===== config.mk =====
export PLATFORM = sky130hd
export DESIGN_NAME = square_recon
export DESIGN_NICKNAME = d
export VERILOG_FILES = /design/src/rtl/sqrt_pkg.sv /design/src/rtl/square_recon_step.sv /design/src/rtl/square_recon.sv
export SDC_FILE = /design/constraint.sdc
export NUM_CORES = 1
export LEC_CHECK = 0
export BUFFER_PORTS_ARGS = -buffer_cell sky130_fd_sc_hd__buf_4
export CAP_MARGIN = 10
export CORE_AREA = 4 4 88 90
export CTS_CLUSTER_DIAMETER = 60
export DETAILED_ROUTE_END_ITERATION = 16
export DIE_AREA = 0 0 92 94
export GPL_ROUTABILITY_DRIVEN = 0
export GPL_TIMING_DRIVEN = 0
export PLACE_DENSITY = 0.68
export SLEW_MARGIN = 10
export SYNTH_ARGS = -nofsm -noshare
export SYNTH_HDL_FRONTEND = slang
export SYNTH_HIERARCHICAL = 1
export SYNTH_SLANG_ARGS = --single-unit

===== constraint.sdc =====
create_clock -name clk -period 7.5 [get_ports clk]
set_clock_uncertainty 0.15 [all_clocks]
set_input_delay 0 -clock clk [delete_from_list [all_inputs] [get_ports clk]]
set_output_delay 0 -clock clk [all_outputs]
set_load 0.01 [all_outputs]

===== src/rtl/sqrt_pkg.sv =====
// Shared definitions for the square-root family: FSM states and iteration sizing.
package sqrt_pkg;

    typedef enum logic [1:0] {
        IDLE = 2'd0,
        RUN  = 2'd1,
        DONE = 2'd2
    } state_t;

    localparam int WIDTH_DEF = 8;
    localparam int ITER      = WIDTH_DEF;
    localparam int CNT_W     = (ITER > 1) ? $clog2(ITER) : 1;

    // Iterations needed for a radicand width: one multiplier bit per cycle.
    function automatic int iter_count(input int width);
        return width;
    endfunction

    function automatic int cnt_width(input int width);
        return (width > 1) ? $clog2(width) : 1;
    endfunction

endpackage


===== src/rtl/square_recon_step.sv =====
// One shift-add step of the serial root*root multiply: adds root<<shamt when the bit is set.
module square_recon_step
    import sqrt_pkg::*;
#(
    parameter int WIDTH = 8,
    parameter int CW    = cnt_width(WIDTH)
) (
    input  logic [2*WIDTH:0] acc,
    input  logic [WIDTH-1:0] mcand,
    input  logic             mbit,
    input  logic [CW-1:0]    shamt,
    output logic [2*WIDTH:0] acc_next
);

    localparam int ACC_W = 2 * WIDTH + 1;

    logic [ACC_W-1:0] addend;

    always_comb begin
        addend   = {{(WIDTH + 1){1'b0}}, mcand} << shamt;
        acc_next = mbit ? (acc + addend) : acc;
    end

endmodule


===== src/rtl/square_recon.sv =====
// Serial reconstruction of a radicand from (root, rem): rad = (root*root + rem) >> FBITS.
module square_recon
    import sqrt_pkg::*;
#(
    parameter int WIDTH = 8,
    parameter int FBITS = 0
) (
    input  logic             clk,
    input  logic             reset,
    input  logic             start,
    input  logic [WIDTH-1:0] root,
    input  logic [WIDTH-1:0] rem,
    output logic             busy,
    output logic             valid,
    output logic [WIDTH-1:0] rad,
    output logic             ovf,
    output logic             exact,
    output logic             rem_ok
);

    localparam int ITER_N = iter_count(WIDTH);
    localparam int CW     = cnt_width(WIDTH);
    localparam int ACC_W  = 2 * WIDTH + 1;
    localparam logic [ACC_W-1:0] FMASK = (ACC_W'(1) << FBITS) - ACC_W'(1);

    state_t           state;
    logic [CW-1:0]    cnt;
    logic [WIDTH-1:0] root_q;
    logic [WIDTH-1:0] rem_q;
    logic [ACC_W-1:0] acc;
    logic [ACC_W-1:0] acc_next;
    logic [ACC_W-1:0] scaled;
    logic             last_step;

    square_recon_step #(
        .WIDTH (WIDTH),
        .CW    (CW)
    ) u_step (
        .acc      (acc),
        .mcand    (root_q),
        .mbit     (root_q[cnt]),
        .shamt    (cnt),
        .acc_next (acc_next)
    );

    assign scaled    = acc_next >> FBITS;
    assign last_step = (state == RUN) && (cnt == CW'(ITER_N - 1));

    // Operand capture and accumulator carry no reset; they are only observed through DONE.
    always_ff @(posedge clk) begin
        if (start && !reset) begin
            root_q <= root;
            rem_q  <= rem;
            acc    <= {{(WIDTH + 1){1'b0}}, rem};
        end else if (state == RUN) begin
            acc <= acc_next;
        end
    end

    always_ff @(posedge clk or posedge reset) begin
        if (reset) begin
            state  <= IDLE;
            cnt    <= '0;
            busy   <= 1'b0;
            valid  <= 1'b0;
            rad    <= '0;
            ovf    <= 1'b0;
            exact  <= 1'b0;
            rem_ok <= 1'b0;
        end else begin
            valid <= 1'b0;
            if (start) begin
                state <= RUN;
                cnt   <= '0;
                busy  <= 1'b1;
            end else begin
                case (state)
                    RUN: begin
                        cnt <= cnt + 1'b1;
                        if (last_step) begin
                            state  <= DONE;
                            busy   <= 1'b0;
                            valid  <= 1'b1;
                            rad    <= scaled[WIDTH-1:0];
                            ovf    <= |scaled[ACC_W-1:WIDTH];
                            exact  <= ((acc_next & FMASK) == '0);
                            rem_ok <= ({1'b0, rem_q} <= {root_q, 1'b0});
                        end
                    end
                    DONE:    state <= IDLE;
                    default: state <= IDLE;
                endcase
            end
        end
    end

endmodule

# == After elaboration in Yosys (flattened, before gate mapping) ==
# Index checks and enable logic that the tools add are counted.
# totals
out_inout_bits,13
inputBits,19
word_cells,46
regBits,51
# classes
muxes,16
magnitude_cmp,2
shifts,1
n_addsub,2
reduce_logical,9
n_bitwise,1
eq_ne,3
# ops
cell,count
adder 17 bit,1
2-to-1 mux 17 bit,1
<< shifter 8 x 3 -> 17 bit,1
2-to-1 mux 8 bit,2
<= comparator 8 x 9 -> 1 bit,1
OR reduction 9 bit,1
2-to-1 mux 1 bit,7
2-to-1 mux 2 bit,3
2-to-1 mux 3 bit,2
nonzero test 2 bit,3
"< comparator 3 x 4 -> 1 bit, second input constant",1
"adder 3 x 1 -> 3 bit, second input constant",1
binary-select mux 1 bit (select 3 bit),1
"== test 3 bit, second input constant",1
"!= test 3 bit, second input constant",1
AND reduction 3 bit,1
"== test 2 x 1 -> 1 bit, second input constant",1
logical AND 1 bit,2
AND reduction 2 bit,1
logical NOT 1 bit,1
NOT 1 bit,1

# == Depth between registers and ports, before layout ==
# depth
ltp_word,5
ltp_mapped,15
mapped_depth_nobuf,13

# == Cells and area by module ==
# The synthesis kept the hierarchy.
# modules_own_cells
module,cells_per_inst,area_each_um2,instances,seq_area_each_um2
square_recon,156,2114.5,1,1351.3
square_recon_step,191,1323.8,1,0.0

# == Worst setup path after synthesis ==
# No wires, ideal clock.
# synth_path
kind,register -> register
start,reg cnt[0]
end,reg ovf
setup_slack_ns,3.730
period_less_slack_ns,3.770
required_ns,7.221
stages_incl_launch_ff,15
path_buffers,1
setup_time_ns,0.129
t_arrival_ns,3.491
cell_sequence,dfrtp_1 > buf_2 > mux2_2 > mux2i_1 > or2_2 > a21bo_2 > ha_1 > and4_1 > o21a_2 > a2111oi_4 > or3_1 > a31oi_1 > or4_1 > nor3_1 > a31oi_1
# synth_between
elab_chain_cells,4
elab_cells_between_ends,9
classes_between,1 x add/sub; 1 x eq/ne; 1 x shift; 3 x mux; 3 x reduce/logical
# synth_rtl
element,line,rtl
from (decl),square_recon.sv:27,logic [CW-1:0] cnt;
from (signal assigned),square_recon.sv:79,cnt <= cnt + 1'b1;
<< shifter 8 x 3 -> 17 bit / binary-select mux 1 bit (select 3 bit) (equally long branches),"square_recon_step.sv:20, square_recon.sv:41",
adder 17 bit / 2-to-1 mux 1 bit (equally long branches),"square_recon_step.sv:21, square_recon.sv:41",
2-to-1 mux 17 bit *,square_recon_step.sv:21,acc_next = mbit ? (acc + addend) : acc;
net acc_next[12],square_recon.sv:31,logic [ACC_W-1:0] acc_next;
OR reduction 9 bit *,square_recon.sv:85,ovf <= |scaled[ACC_W-1:WIDTH];
to (signal assigned),square_recon.sv:85,
to (decl),square_recon.sv:16,"output logic ovf,"
# The timed path passes the listed nets; every way through them passes the cells marked *. The select of a mux whose other input is x is not followed.
# A chain may end at the register's enable or synchronous reset.

# == Worst setup path in the final report ==
# Ends and elaborated chain as after synthesis.

==> impl_metrics.env <==
export IMPL_reg2reg_depth=14
export IMPL_start_util=0.487
export IMPL_slew_headroom=0.553
export IMPL_clock_path_buffers=2
export IMPL_syn_area_um2=3440
export IMPL_outcome="finished, final reports clean"
export IMPL_placed_area_um2=3790
export IMPL_r2r_end="ovf"
export IMPL_cts_root_buf="clkbuf_8"
export IMPL_grt_util_all_layers=0.202
export IMPL_rsz0062_at_grt="no"
export IMPL_syn_inst=347
export IMPL_finalHoldViolations=0
export IMPL_layout_common_cells="46 x nand2_1, 30 x a21oi_1, 30 x buf_4, 25 x mux2_2"
export IMPL_die_h_um=94
export IMPL_slowest_stage="or4_1"
export IMPL_ys_flop_type="edfxtp_1"
export IMPL_fin_cells=502
export IMPL_clock_sinks=51
export IMPL_ir_drop_v=0.000153
export IMPL_end_kind="flop"
export IMPL_core_um2=7060
export IMPL_synth_area_leader_cell="edfxtp_1"
export IMPL_ant_nets=0
export IMPL_power_density_nw_per_um2=287
export IMPL_timing_final_crit_share=0.586
export IMPL_layout_commonest_cell="nand2_1"
export IMPL_dr_pass1_iters=5
export IMPL_placed_cells=476
export IMPL_crit_chain="buf_2, mux2_2, mux2i_1, or2_2, a21bo_2, ha_1, and4_1, o21a_2, a2111oi_4, or3_1, a31oi_1, or4_1, nor3_1, a31oi_1"
export IMPL_rows=31
export IMPL_synth_cell_types=61
export IMPL_antenna_found_initial=0
export IMPL_portBuffers=30
export IMPL_syn2layout_area_growth_pct=18.2
export IMPL_ctsResizeCount=0
export IMPL_slowest_delay_ns=0.58
export IMPL_hold_class="input pin to async pin"
export IMPL_avgViaCountPerCell=5.66
export IMPL_setup_viol_count_final=0
export IMPL_cp_depth=14
export IMPL_diodes=0
export IMPL_grt_pass1_wl_um=13700
export IMPL_leakage_uw=0.00170
export IMPL_detailroute_via_count=2843
export IMPL_grt_max_degree=26
export IMPL_seq_area_frac_synth=0.393
export IMPL_ioPinCount=32
export IMPL_fp_dieW_um=92
export IMPL_drive_above_1_share=0.223
export IMPL_drt_iter0_drc=155
export IMPL_cpMostUsedCell="a31oi_1"
export IMPL_fill_cells=650
export IMPL_detailed_place_hpwl_um=6180
export IMPL_wl_per_cell_um=16.3
export IMPL_reg2reg_from="cnt[0]"
export IMPL_synth_area_per_cell_um2=9.91
export IMPL_synth_top_cell_area_share=0.210
export IMPL_syn_nets=391
export IMPL_slew_violations=0
export IMPL_setup_tns_final_ns=0
export IMPL_finalWirelength_um=8180
export IMPL_max_cap_viol_count=0
export IMPL_crit_buf_inv=1
export IMPL_fmax_ghz=0.228
export IMPL_final_util=0.576
export IMPL_cts_tree="done"
export IMPL_crit_type="flop to flop"
export IMPL_synth_edf_count=24
export IMPL_overflow=0
export IMPL_ys_warnings_count=6
export IMPL_drc=0
export IMPL_clkTransAtPathRegs_ns=0.11
export IMPL_crit_family="simple AND/OR/NAND/NOR gates"
export IMPL_p_total_uw=1170
export IMPL_ys_async_sr_fraction=0.353
export IMPL_final_period_minus_worst_setup_slack_ns=4.39
export IMPL_cts_made_buffers=5
export IMPL_clk_latency_ns=0.32
export IMPL_r2r_slack_ns=3.11
export IMPL_worstSetupStartpointType="flop"
export IMPL_worstPathMaxFanout=9
export IMPL_netlist_top_cells_area="edfxtp_1 21%, dfrtp_1 13%, ha_1 8.7%"
export IMPL_yosys_register_bits=51
export IMPL_tightest_slew_ns=0.670
export IMPL_htree_levels=2
export IMPL_dieArea_um2=8650
export IMPL_nets=446
export IMPL_cp_required_ns=7.55
export IMPL_arrival_ns=4.44
export IMPL_grt_pass1_vias=2806
export IMPL_fin_area_um2=4060
[Yosys cell counts (7+ instances only)]
library cell,count
nand3_1,7
nor2_1,20
dfxtp_1,9
nor3_1,8
o21ai_0,10
ha_1,24
dfrtp_1,18
mux2i_1,7
edfxtp_1,24
mux2_2,25
a21oi_1,30
nand2_1,46
inv_1,14
[routing by layer]
metal,global-route usage,part of all wire,vias up
met2,0.335,0.46,58
met1,0.274,0.48,1377
met5,0,0,-
li1,-,-,1402
met4,0.0520,0.014,0
met3,0.0369,0.044,6
[report_power, final]
| group | total (µW) | internal (µW) | switching [µW] |
|---|---|---|---|
| sequential | 408 | 362 | 46.1 |
| combinational | 586 | 270 | 316 |
| clock | 171 | 69.0 | 102 |
[registers in the layout, indices dropped and copies added (netlist names)]
| signal | flops |
|---|---|
| rem_q | 8 |
| root_q | 8 |
| cnt | 3 |
| rem_ok | 1 |
| rad | 8 |
| ovf | 1 |
| busy | 1 |
| acc | 17 |
| state | 2 |
| valid | 1 |
| exact | 1 |
[worst max path at each step]
stage	from	to
after floorplan	cnt[0]	ovf
after global placement	cnt[0]	ovf
after detailed placement	cnt[0]	ovf
after CTS	cnt[0]	ovf
after global routing	cnt[0]	ovf
final	cnt[0]	ovf
[stage by stage]
step | setup slack (ns) | hold WS (ns)
floorplan | 3.73 | -0.211
global placement | 3.23 | -0.00207
detailed placement | 3.19 | 0.0123
CTS | 3.15 | 0.202
global route | 2.91 | 0.231
finish | 3.11 | 0.179
[cells by family (layout without fill, tap and decap cells)]
| family | after synthesis | count (layout) | synth area share |
|---|---|---|---|
| and+or+nand+nor | 116 | 116 | 0.169 |
| AOI/OAI and AO/OA | 84 | 84 | 0.163 |
| DFF | 51 | 51 | 0.393 |
| muxes | 38 | 38 | 0.133 |
| buffers and inverters | 27 | 83 | 0.0338 |
| adders and majority gates | 25 | 25 | 0.0932 |
| xor gates and xnor gates | 6 | 6 | 0.0153 |
[repair_timing]
item / 4_1_cts / 5_1_grt
setup buffers: 0 / 0
hold endpoints to repair: 49 / 0
hold buffers: 18 / 0
[tightest hold or removal path: stages]
cell and delay (ns):
dlygate4sd3_1 0.53, buf_4 0.13, inv_1 0.49
[cell type report]
cell class | instances | area (µm²) | area share
buffer | 13 | 63.8 | 0.0157
clock buffer | 5 | 68.8 | 0.0169
clock inverter | 3 | 26.3 | 0.00647
inverter | 14 | 52.6 | 0.0129
multi-input combinational | 269 | 1970 | 0.485
sequential | 51 | 1350 | 0.333
tap | 99 | 124 | 0.0305
timing repair buffer | 48 | 405 | 0.0998
Power figures use the tool's default switching activity.
